[config.mk]
export PLATFORM = sky130hd
export DESIGN_NAME = multi_lane_tx_striper
export DESIGN_NICKNAME = d
export VERILOG_FILES = /design/src/rtl/multi_lane_tx_striper.sv
export SDC_FILE = /design/constraint.sdc
export NUM_CORES = 1
export LEC_CHECK = 0
export BUFFER_PORTS_ARGS = -buffer_cell sky130_fd_sc_hd__buf_2
export CAP_MARGIN = 30
export CORE_ASPECT_RATIO = 0.75
export CORE_MARGIN = 10
export CORE_UTILIZATION = 57
export CTS_CLUSTER_DIAMETER = 30
export DETAILED_ROUTE_END_ITERATION = 16
export HOLD_SLACK_MARGIN = 0.15
export PLACE_DENSITY_LB_ADDON = 0.08
export SKIP_LAST_GASP = 1
export SYNTH_ARGS = -nofsm -noshare
export SYNTH_HDL_FRONTEND = slang
export SYNTH_SLANG_ARGS = --single-unit
[constraint.sdc]
create_clock -name clk_i -period 3.45 [get_ports clk_i]
set_clock_uncertainty 0.15 [all_clocks]
set_input_delay 0.8625 -clock clk_i [delete_from_list [all_inputs] [get_ports clk_i]]
set_output_delay 0.8625 -clock clk_i [all_outputs]
set_load 0.01 [all_outputs]
[src/rtl/multi_lane_tx_striper.sv]
// rtl/multi_lane_tx_striper.sv - stripes a byte stream across 1..NUM_LANES lanes with Gen1 scrambling and PAD fill
// Optional SKP ordered-set insertion is enabled by defining MLC_SKP_INSERT_EN.
module multi_lane_tx_striper #(
  parameter int NUM_LANES    = 4,
  parameter int DATA_WIDTH   = 8,
  parameter int SKP_INTERVAL = 1180
) (
  input  logic                            clk_i,
  input  logic                            rst_i,
  input  logic [NUM_LANES-1:0]            lane_enable_i,
  input  logic [DATA_WIDTH-1:0]           data_frame_i,
  input  logic                            data_frame_valid_i,
  input  logic                            data_frame_last_i,
  output logic                            data_frame_ready_o,
  output logic [NUM_LANES*DATA_WIDTH-1:0] lane_symbol_o,
  output logic [NUM_LANES-1:0]            lane_is_k_o,
  output logic [NUM_LANES-1:0]            lane_symbol_valid_o
);

  localparam int IDXW = (NUM_LANES > 1) ? $clog2(NUM_LANES) : 1;
  localparam int CNTW = $clog2(NUM_LANES + 1);
  localparam logic [DATA_WIDTH-1:0] PAD_SYM = 8'hF7;

`ifdef MLC_SKP_INSERT_EN
  localparam logic [DATA_WIDTH-1:0] COM_SYM = 8'hBC;
  localparam logic [DATA_WIDTH-1:0] SKP_SYM = 8'h1C;
  typedef enum logic [1:0] {IDLE, FILL, SKP_COM, SKP_OS} state_t;
`else
  typedef enum logic [1:0] {IDLE, FILL} state_t;
`endif

  state_t                            state_q, state_d;
  logic [IDXW-1:0]                   idx_q, idx_d;
  logic [CNTW-1:0]                   a_q, a_d, a_eff;
  logic [15:0]                       lfsr_q, lfsr_d;
  logic [DATA_WIDTH-1:0]             slot_q [NUM_LANES];
  logic [DATA_WIDTH-1:0]             slot_d [NUM_LANES];
  logic [NUM_LANES*DATA_WIDTH-1:0]   sym_q, sym_d;
  logic [NUM_LANES-1:0]              k_q, k_d, vld_q, vld_d;
  logic                              ready_q, ready_d;
  logic [DATA_WIDTH-1:0]             mask;
  logic                              accept, stripe_done;
`ifdef MLC_SKP_INSERT_EN
  logic [15:0]                       cnt_q, cnt_d;
  logic [1:0]                        os_q, os_d;
  state_t                            ret_q, ret_d;
`else
  logic                              unused_skp_interval;
  assign unused_skp_interval = ^SKP_INTERVAL;
`endif

  // Galois x^16+x^5+x^4+x^3+1: feedback from bit 15 into bits 0,3,4,5.
  function automatic logic [15:0] lfsr_step(input logic [15:0] s);
    lfsr_step = {s[14:0], 1'b0} ^ (s[15] ? 16'h0039 : 16'h0000);
  endfunction

  function automatic logic [15:0] lfsr_adv(input logic [15:0] s);
    logic [15:0] t;
    t = s;
    for (int i = 0; i < 8; i++) t = lfsr_step(t);
    lfsr_adv = t;
  endfunction

  function automatic logic [7:0] lfsr_mask(input logic [15:0] s);
    logic [15:0] t;
    t = s;
    for (int i = 0; i < 8; i++) begin
      lfsr_mask[i] = t[15];
      t = lfsr_step(t);
    end
  endfunction

  function automatic logic [CNTW-1:0] lane_count(input logic [NUM_LANES-1:0] m);
    lane_count = CNTW'(1);
    for (int p = 0; p <= 4; p++) begin
      if ((1 << p) <= NUM_LANES && m == NUM_LANES'((64'd1 << (1 << p)) - 64'd1))
        lane_count = CNTW'(1 << p);
    end
  endfunction

  always_comb begin
    state_d     = state_q;
    idx_d       = idx_q;
    a_d         = a_q;
    lfsr_d      = lfsr_q;
    slot_d      = slot_q;
    sym_d       = '0;
    k_d         = '0;
    vld_d       = '0;
    stripe_done = 1'b0;
`ifdef MLC_SKP_INSERT_EN
    cnt_d       = cnt_q;
    os_d        = os_q;
    ret_d       = ret_q;
`endif
    a_eff  = (state_q == IDLE) ? lane_count(lane_enable_i) : a_q;
    mask   = lfsr_mask(lfsr_q);
    accept = data_frame_valid_i && ready_q;
    if (state_q == IDLE) a_d = a_eff;

    case (state_q)
      IDLE, FILL: begin
        if (accept) begin
          slot_d[idx_q] = data_frame_i;
          stripe_done = data_frame_last_i || (CNTW'(idx_q) == a_eff - CNTW'(1));
          if (stripe_done) begin
            // Slots past the completing byte become PAD within this same stripe.
            for (int n = 0; n < NUM_LANES; n++) begin
              if (CNTW'(n) < a_eff) begin
                vld_d[n] = 1'b1;
                if (CNTW'(n) < CNTW'(idx_q)) begin
                  sym_d[n*DATA_WIDTH +: DATA_WIDTH] = slot_q[n] ^ mask;
                end else if (CNTW'(n) == CNTW'(idx_q)) begin
                  sym_d[n*DATA_WIDTH +: DATA_WIDTH] = data_frame_i ^ mask;
                end else begin
                  sym_d[n*DATA_WIDTH +: DATA_WIDTH] = PAD_SYM;
                  k_d[n] = 1'b1;
                end
              end
            end
            lfsr_d  = lfsr_adv(lfsr_q);
            idx_d   = '0;
            state_d = data_frame_last_i ? IDLE : FILL;
`ifdef MLC_SKP_INSERT_EN
            if (cnt_q != 16'hFFFF) cnt_d = cnt_q + 16'd1;
`endif
          end else begin
            idx_d   = idx_q + IDXW'(1);
            state_d = FILL;
          end
        end
      end
`ifdef MLC_SKP_INSERT_EN
      SKP_COM: begin
        for (int n = 0; n < NUM_LANES; n++) begin
          if (CNTW'(n) < a_q) begin
            sym_d[n*DATA_WIDTH +: DATA_WIDTH] = COM_SYM;
            k_d[n]   = 1'b1;
            vld_d[n] = 1'b1;
          end
        end
        lfsr_d  = 16'hFFFF;
        os_d    = 2'd0;
        state_d = SKP_OS;
      end
      SKP_OS: begin
        for (int n = 0; n < NUM_LANES; n++) begin
          if (CNTW'(n) < a_q) begin
            sym_d[n*DATA_WIDTH +: DATA_WIDTH] = SKP_SYM;
            k_d[n]   = 1'b1;
            vld_d[n] = 1'b1;
          end
        end
        if (os_q == 2'd2) begin
          cnt_d   = '0;
          state_d = ret_q;
        end else begin
          os_d = os_q + 2'd1;
        end
      end
`endif
      default: state_d = IDLE;
    endcase

`ifdef MLC_SKP_INSERT_EN
    // A due SKP only starts on a stripe boundary; the interrupted state resumes afterwards.
    if ((state_q == IDLE || state_q == FILL) && cnt_d >= 16'(SKP_INTERVAL) && idx_d == '0) begin
      ret_d   = state_d;
      state_d = SKP_COM;
    end
`endif
    ready_d = (state_d == IDLE) || (state_d == FILL);
  end

  always_ff @(posedge clk_i) begin
    if (rst_i) begin
      state_q <= IDLE;
      idx_q   <= '0;
      a_q     <= CNTW'(1);
      lfsr_q  <= 16'hFFFF;
      for (int n = 0; n < NUM_LANES; n++) slot_q[n] <= '0;
      sym_q   <= '0;
      k_q     <= '0;
      vld_q   <= '0;
      ready_q <= 1'b0;
`ifdef MLC_SKP_INSERT_EN
      cnt_q   <= '0;
      os_q    <= '0;
      ret_q   <= IDLE;
`endif
    end else begin
      state_q <= state_d;
      idx_q   <= idx_d;
      a_q     <= a_d;
      lfsr_q  <= lfsr_d;
      slot_q  <= slot_d;
      sym_q   <= sym_d;
      k_q     <= k_d;
      vld_q   <= vld_d;
      ready_q <= ready_d;
`ifdef MLC_SKP_INSERT_EN
      cnt_q   <= cnt_d;
      os_q    <= os_d;
      ret_q   <= ret_d;
`endif
    end
  end

  assign data_frame_ready_o  = ready_q;
  assign lane_symbol_o       = sym_q;
  assign lane_is_k_o         = k_q;
  assign lane_symbol_valid_o = vld_q;

endmodule

Word level (Yosys, flattened, before mapping)
Cells that the tools add are included.
{"block": "classes", "n_mux": 34, "n_shift": 0, "eq_ne": 8, "n_lt_le_gt_ge": 9, "n_reduce_logical": 19, "div": 0, "bitwise": 21, "addsub": 2, "mul": 0}
{"cell": "$xor A16 B6 Y16", "n": 8}
{"cell": "$mux W8", "n": 8}
{"cell": "$mux W6", "n": 8}
{"cell": "$bwmux W32", "n": 1}
{"cell": "$xor A8 B8 Y8", "n": 4}
{"cell": "$reduce_or A6 Y1", "n": 4}
{"cell": "$reduce_or A5 Y1", "n": 4}
{"cell": "$demux W8 S2", "n": 1}
{"cell": "$mux W1", "n": 10}
{"cell": "$mux W2", "n": 4}
{"cell": "$not A1 Y1", "n": 8}
{"cell": "$logic_not A2 Y1", "n": 3}
{"cell": "$lt A1 B3 Y1 const A", "n": 2}
{"cell": "$lt A2 B3 Y1 const A", "n": 2}
{"cell": "$mux W3", "n": 2}
{"cell": "$eq A2 B1 Y1 const B", "n": 2}
{"cell": "$eq A2 B2 Y1 const A", "n": 2}
{"cell": "$eq A4 B2 Y1 const B", "n": 1}
{"cell": "$eq A4 B4 Y1 const B", "n": 1}
{"cell": "$lt A1 B2 Y1 const A", "n": 2}
{"cell": "$reduce_or A4 Y1", "n": 1}
{"cell": "$eq A2 B3 Y1", "n": 1}
{"cell": "$ge A3 B3 Y1 const B", "n": 1}
{"cell": "$lt A3 B1 Y1 const B", "n": 1}
{"cell": "other kinds (10)", "n": 12}
{"block": "totals", "word_cells": 112, "n_memories": 0, "rom_bits": 0, "reg_bits": 96, "mem_bits_rw": 0, "latch_bits": 0}

Depth between registers and ports, before layout
{"block": "logic_depth", "word_depth": 17, "mapped_depth": 12, "mapped_depth_nobuf": 9}

Least setup slack after synthesis
No wires, ideal clock.
{"block": "synth_timing", "path_kind": "input-to-reg", "start": "input lane_enable_i[3]", "end": "register sym_q[12], in the netlist lane_symbol_o[12]", "path_stages": 9, "path_buffers": 1, "setup_slack_ps": 245, "t_arrival_ps": 2966, "setup_time_ps": 89, "cell_sequence": "xor2_1 o22ai_2 inv_1 ha_1 xnor2_1 a31oi_4 or4_4 buf_6 a221oi_4"}
{"block": "synth_via", "elab_chain_len": 9, "elab_cells_between_ends": 12}
{"element": "start: declaration", "line": "10", "source": "input logic [NUM_LANES-1:0] lane_enable_i,"}
{"element": "$eq A4 B2 Y1", "line": "76", "source": "if ((1 << p) <= NUM_LANES && m == NUM_LANES'((64'd1 << (1 << p)) - 64'd1))"}
{"element": "$mux W2", "line": "76"}
{"element": "$mux W3 *", "line": "76"}
{"element": "$mux W3 *", "line": "96", "source": "a_eff = (state_q == IDLE) ? lane_count(lane_enable_i) : a_q;"}
{"element": "via a_eff[0]", "line": "34", "source": "logic [CNTW-1:0] a_q, a_d, a_eff;"}
{"element": "$sub A3 B1 Y3", "line": "105", "source": "stripe_done = data_frame_last_i || (CNTW'(idx_q) == a_eff - CNTW'(1));"}
{"element": "$eq A2 B3 Y1", "line": "105"}
{"element": "$logic_or A1 B1 Y1", "line": "105"}
{"element": "$not A1 Y1 (no source line)"}
{"element": "$reduce_or A5 Y1 (no source line) *"}
{"element": "end signal: assignment", "line": "197", "source": "sym_q <= sym_d;"}
{"element": "end: declaration", "line": "38", "source": "logic [NUM_LANES*DATA_WIDTH-1:0] sym_q, sym_d;"}
The timed path passes the listed nets; every way through them passes the cells marked *.
A chain may end at the register's enable or synchronous reset.

Worst setup path after layout
{"block": "layout_timing", "start": "register state_q[1]", "end": "register sym_q[28], in the netlist lane_symbol_o[28]"}
{"block": "layout_via", "elab_chain_len": 7, "elab_cells_between_ends": 12}
{"element": "start: declaration", "line": "32", "source": "state_t state_q, state_d;"}
{"element": "start signal: assignment", "line": "192", "source": "state_q <= state_d;"}
{"element": "$logic_not A2 Y1", "line": "96, 101"}
{"element": "$mux W3", "line": "96"}
{"element": "$sub A3 B1 Y3", "line": "105"}
{"element": "$eq A2 B3 Y1", "line": "105"}
{"element": "$logic_or A1 B1 Y1", "line": "105"}
{"element": "$not A1 Y1 (no source line)"}
{"element": "$reduce_or A5 Y1 (no source line) *"}
Every way passes the cells marked *; elsewhere a longest branch is shown, timed or not.

==> qor.yml <==
floorplanning:
  core-area_um2: 6799
  dieWidth_um: 116.6
  start_util_pct: 58.70
  dieArea_um2: 10780
  ioPinCount: 57
  rows: 26
  die_height_um: 92.47
sta:
  worst_slew_pin_slew_ns: 0.6748
  min_period_ns: 3.155
  setup_tns_ns: 0
  drv_slew: 0
  worst_hold_slack_ns: 0.3075
  period_share_pct: 91.45
  hold_viol_final: 0
  slew_headroom_pct: 54.92
  final-setup-viol-count: 0
  rsz0062_at_grt: "false"
  fmax_mhz: 317.0
worst_setup_path:
  path_cells: "or2_1 > nor4_1 > a21oi_1 > ha_1 > nor3b_1 > mux2i_2 > a31oi_4 > or4_1 > a21oi_1"
  r2r-start: "state_q[1]"
  cp_top_family: "simple AND/OR/NAND/NOR gates"
  worstRegToRegCells: 9
  critPathMaxStageDelay_ns: 0.74
  regToRegSetupSlack_ns: 0.30
  r2r_end: "lane_symbol_o[28]"
  cp_num_buf_inv: 0
  crit_top_cell: "a21oi_1"
  critPathSlowestCell: "or4_1"
  crit_fanout: 10
  crit_type: "flop to flop"
  required_ns: 3.60
  start_kind: "flop"
  end_kind: "flop"
  cp_data_arrival_time_ns: 3.30
power:
  vdd_ir_drop_max_mv: 0.2310
  p_per_area_nw_per_um2: 437.9
  power_mw: 1.956
  p_leak_nw: 1.881
logic_synthesis:
  yosysMostFrequentCell: "dfxtp_1"
  synth_edf_count: 0
  synth_area_leaders: "dfxtp_1 44%, xnor2_1 7.2%, a21oi_1 6.3%, nor2_1 5.6%, nand2_1 5.5%"
  ys_warn_count: 0
  synth_ff_type: "dfxtp_1"
  ys_ff_latch: 88
  ys_types: 47
  synth_area_um2: 3991
  yosysSeqAreaShare_pct: 44.14
  postSynthCellCount: 462
  synth_top_area_share_pct: 44.14
  synth_area_leader_cell: "dfxtp_1"
  async_flop_share_pct: 0
  synth_area_per_cell_um2: 8.639
  synth_commonest_cells: "88 x dfxtp_1, 60 x nor2_1, 58 x nand2_1"
final_layout:
  antenna_cells: 0
  nets: 521
  area_growth_pct: 11.88
  drive_gt1_share_pct: 17.69
  utilization_pct: 65.68
  stdcell_count: 587
placed_design:
  routabilityCongestion: 0.8023
  hpwl_um: 6609
  port_buffers: 56
  dpl.cell_count: 571
global_routing:
  gr-usage-met2_pct: 26.19
  grt_use_met3_pct: 5.158
  antenna_found_initial: 0
  grtUsageMet1_pct: 23.97
  grt_usage_pct: 17.61
  grt_pass1_vias: 3011
  grt_first_pass_wirelength_um: 15190
  grt.overflow.total: 0
  grt_max_degree: 51
  grt_busiest_layer: "met2"
clock_network:
  h-tree-depth: 3
  clockRootBuffer: "clkbuf_8"
  cts_inserted_buffers: 9
  path_clk_slew_ns: 0.09
  post_cts_resize_count: 0
  cts_sinks: 88
  clk_path_buf_depth: 2
  cts_tree: "done"
  cts_hold_buf: 0
  clk_latency_ns: 0.37
  cts_setup_buffers: 0
detailed_routing:
  drcViolationCount: 0
  post_drt_wl_per_cell_um: 16.15
  wirelength_um: 9481
  drt-initial-drc-count: 238
  num_vias: 3215
  via_per_inst: 5.477
  ant_nets: 0
  first_pass_iters: 4
status:
  status: "completed"
flow_run:
  cap_violations: 0
hold_path:
  worstHoldPathType: "flop to flop"
  hold_depth: 2
  hold_end: "slot_q[28]"
  hp-start: "slot_q[28]"
[cell families (layout without fill, tap and decap cells)]
group	count (synthesis)	count (layout)	share of synthesized area [%]
simple gates	157	157	17.49
other cells	1	2	0.09395
mux	22	22	5.611
flops	88	88	44.14
xor+xnor	41	41	8.997
compound gates	97	97	16.33
buf+inv	49	89	5.141
fa+ha+maj	7	7	2.194
[per-stage QoR]
stage / cell area [µm²] / setup slack (ns)
floorplan: 3995 / 0.2453
global route: 4466 / 0.01039
detailed placement: 4270 / 0.06997
CTS: 4466 / 0.3117
global placement: 4270 / 0.1721
finish: 4466 / 0.2950
[state kept, by name, summed over array words and instances (netlist names)]
| signal | cells |
|---|---|
| lane_symbol_valid_o | 4 |
| lane_is_k_o | 4 |
| a_q | 3 |
| lfsr_q | 16 |
| lane_symbol_o | 32 |
| data_frame_ready_o | 1 |
| state_q | 2 |
| slot_q | 24 |
| idx_q | 2 |
[final cells by class]
class | count | area (µm²)
clock buffers | 9 | 123.9
fillers | 574 | 2333
clock inverters | 7 | 71.32
well taps | 84 | 105.1
flip-flops and latches | 88 | 1762
repair buffers | 61 | 330.3
multi-input cells | 326 | 2028
inverters | 12 | 45.04
[placed cells by master (no fill, tap or decap), drive strengths merged]
| cell | synthesis | routed |
|---|---|---|
| dfxtp | 88 | 88 |
| buf | 7 | 61 |
| nor2 | 60 | 60 |
| nand2 | 58 | 58 |
| a21oi | 50 | 50 |
| xnor2 | 33 | 33 |
| mux2i | 22 | 22 |
| o22ai | 15 | 15 |
| a22oi | 13 | 13 |
| inv | 12 | 13 |
| and2 | 11 | 11 |
| clkbuf | 30 | 9 |
| xor2 | 8 | 8 |
| ha | 7 | 7 |
| nor2b | 6 | 6 |
| nand3 | 5 | 5 |
| nor3 | 5 | 5 |
| o211ai | 4 | 4 |
| clkinvlp | 0 | 3 |
| a31oi | 3 | 3 |
| o21ai | 3 | 3 |
| a221oi | 3 | 3 |
| nor4 | 2 | 2 |
| nand2b | 2 | 2 |
| clkinv | 0 | 2 |
| conb | 1 | 2 |
| or2 | 2 | 2 |
| or4 | 2 | 2 |
| nand4bb | 1 | 1 |
| nor3b | 1 | 1 |
| nand4 | 1 | 1 |
| o221a | 1 | 1 |
| a21o | 1 | 1 |
| a31o | 1 | 1 |
| a211oi | 1 | 1 |
| or3 | 1 | 1 |
| a2111oi | 1 | 1 |
| o31ai | 1 | 1 |
| bufinv | 0 | 1 |
[worst min-delay path, delay by kind of cell (launching register included)]
kind	cells	cell delay [ns]
AOI/OAI and AO/OA	1	0.05
DFF	1	0.32
and+or+nand+nor	1	0.05
[where the power goes]
group / switching, mW / total [mW] / internal (mW)
clock network: 0.384 / 0.718 / 0.334
registers: 0.0246 / 1.06 / 1.03
logic: 0.103 / 0.179 / 0.0761
total: 0.512 / 1.96 / 1.44
[how the worst max path moves through the flow]
| stage | start | to | slack, ns | depth (start not counted) |
|---|---|---|---|---|
| after floorplan | lane_enable_i[3] | lane_symbol_o[12] | 0.25 | 9 |
| after global placement | lane_enable_i[3] | lane_symbol_o[30] | 0.17 | 8 |
| after detailed placement | lane_enable_i[3] | lane_symbol_o[28] | 0.07 | 8 |
| after CTS | state_q[1] | lane_symbol_o[28] | 0.31 | 9 |
| after global routing | state_q[1] | lane_symbol_o[28] | 0.01 | 8 |
| final | state_q[1] | lane_symbol_o[28] | 0.30 | 9 |
[layer usage]
metal / vias to the layer above / routed length [µm]
li1: 1618 / -
met2: 99 / 4227
met4: 0 / 114
met5: - / 0
met3: 10 / 729
met1: 1488 / 4408
(Power assumes the default switching activity.)
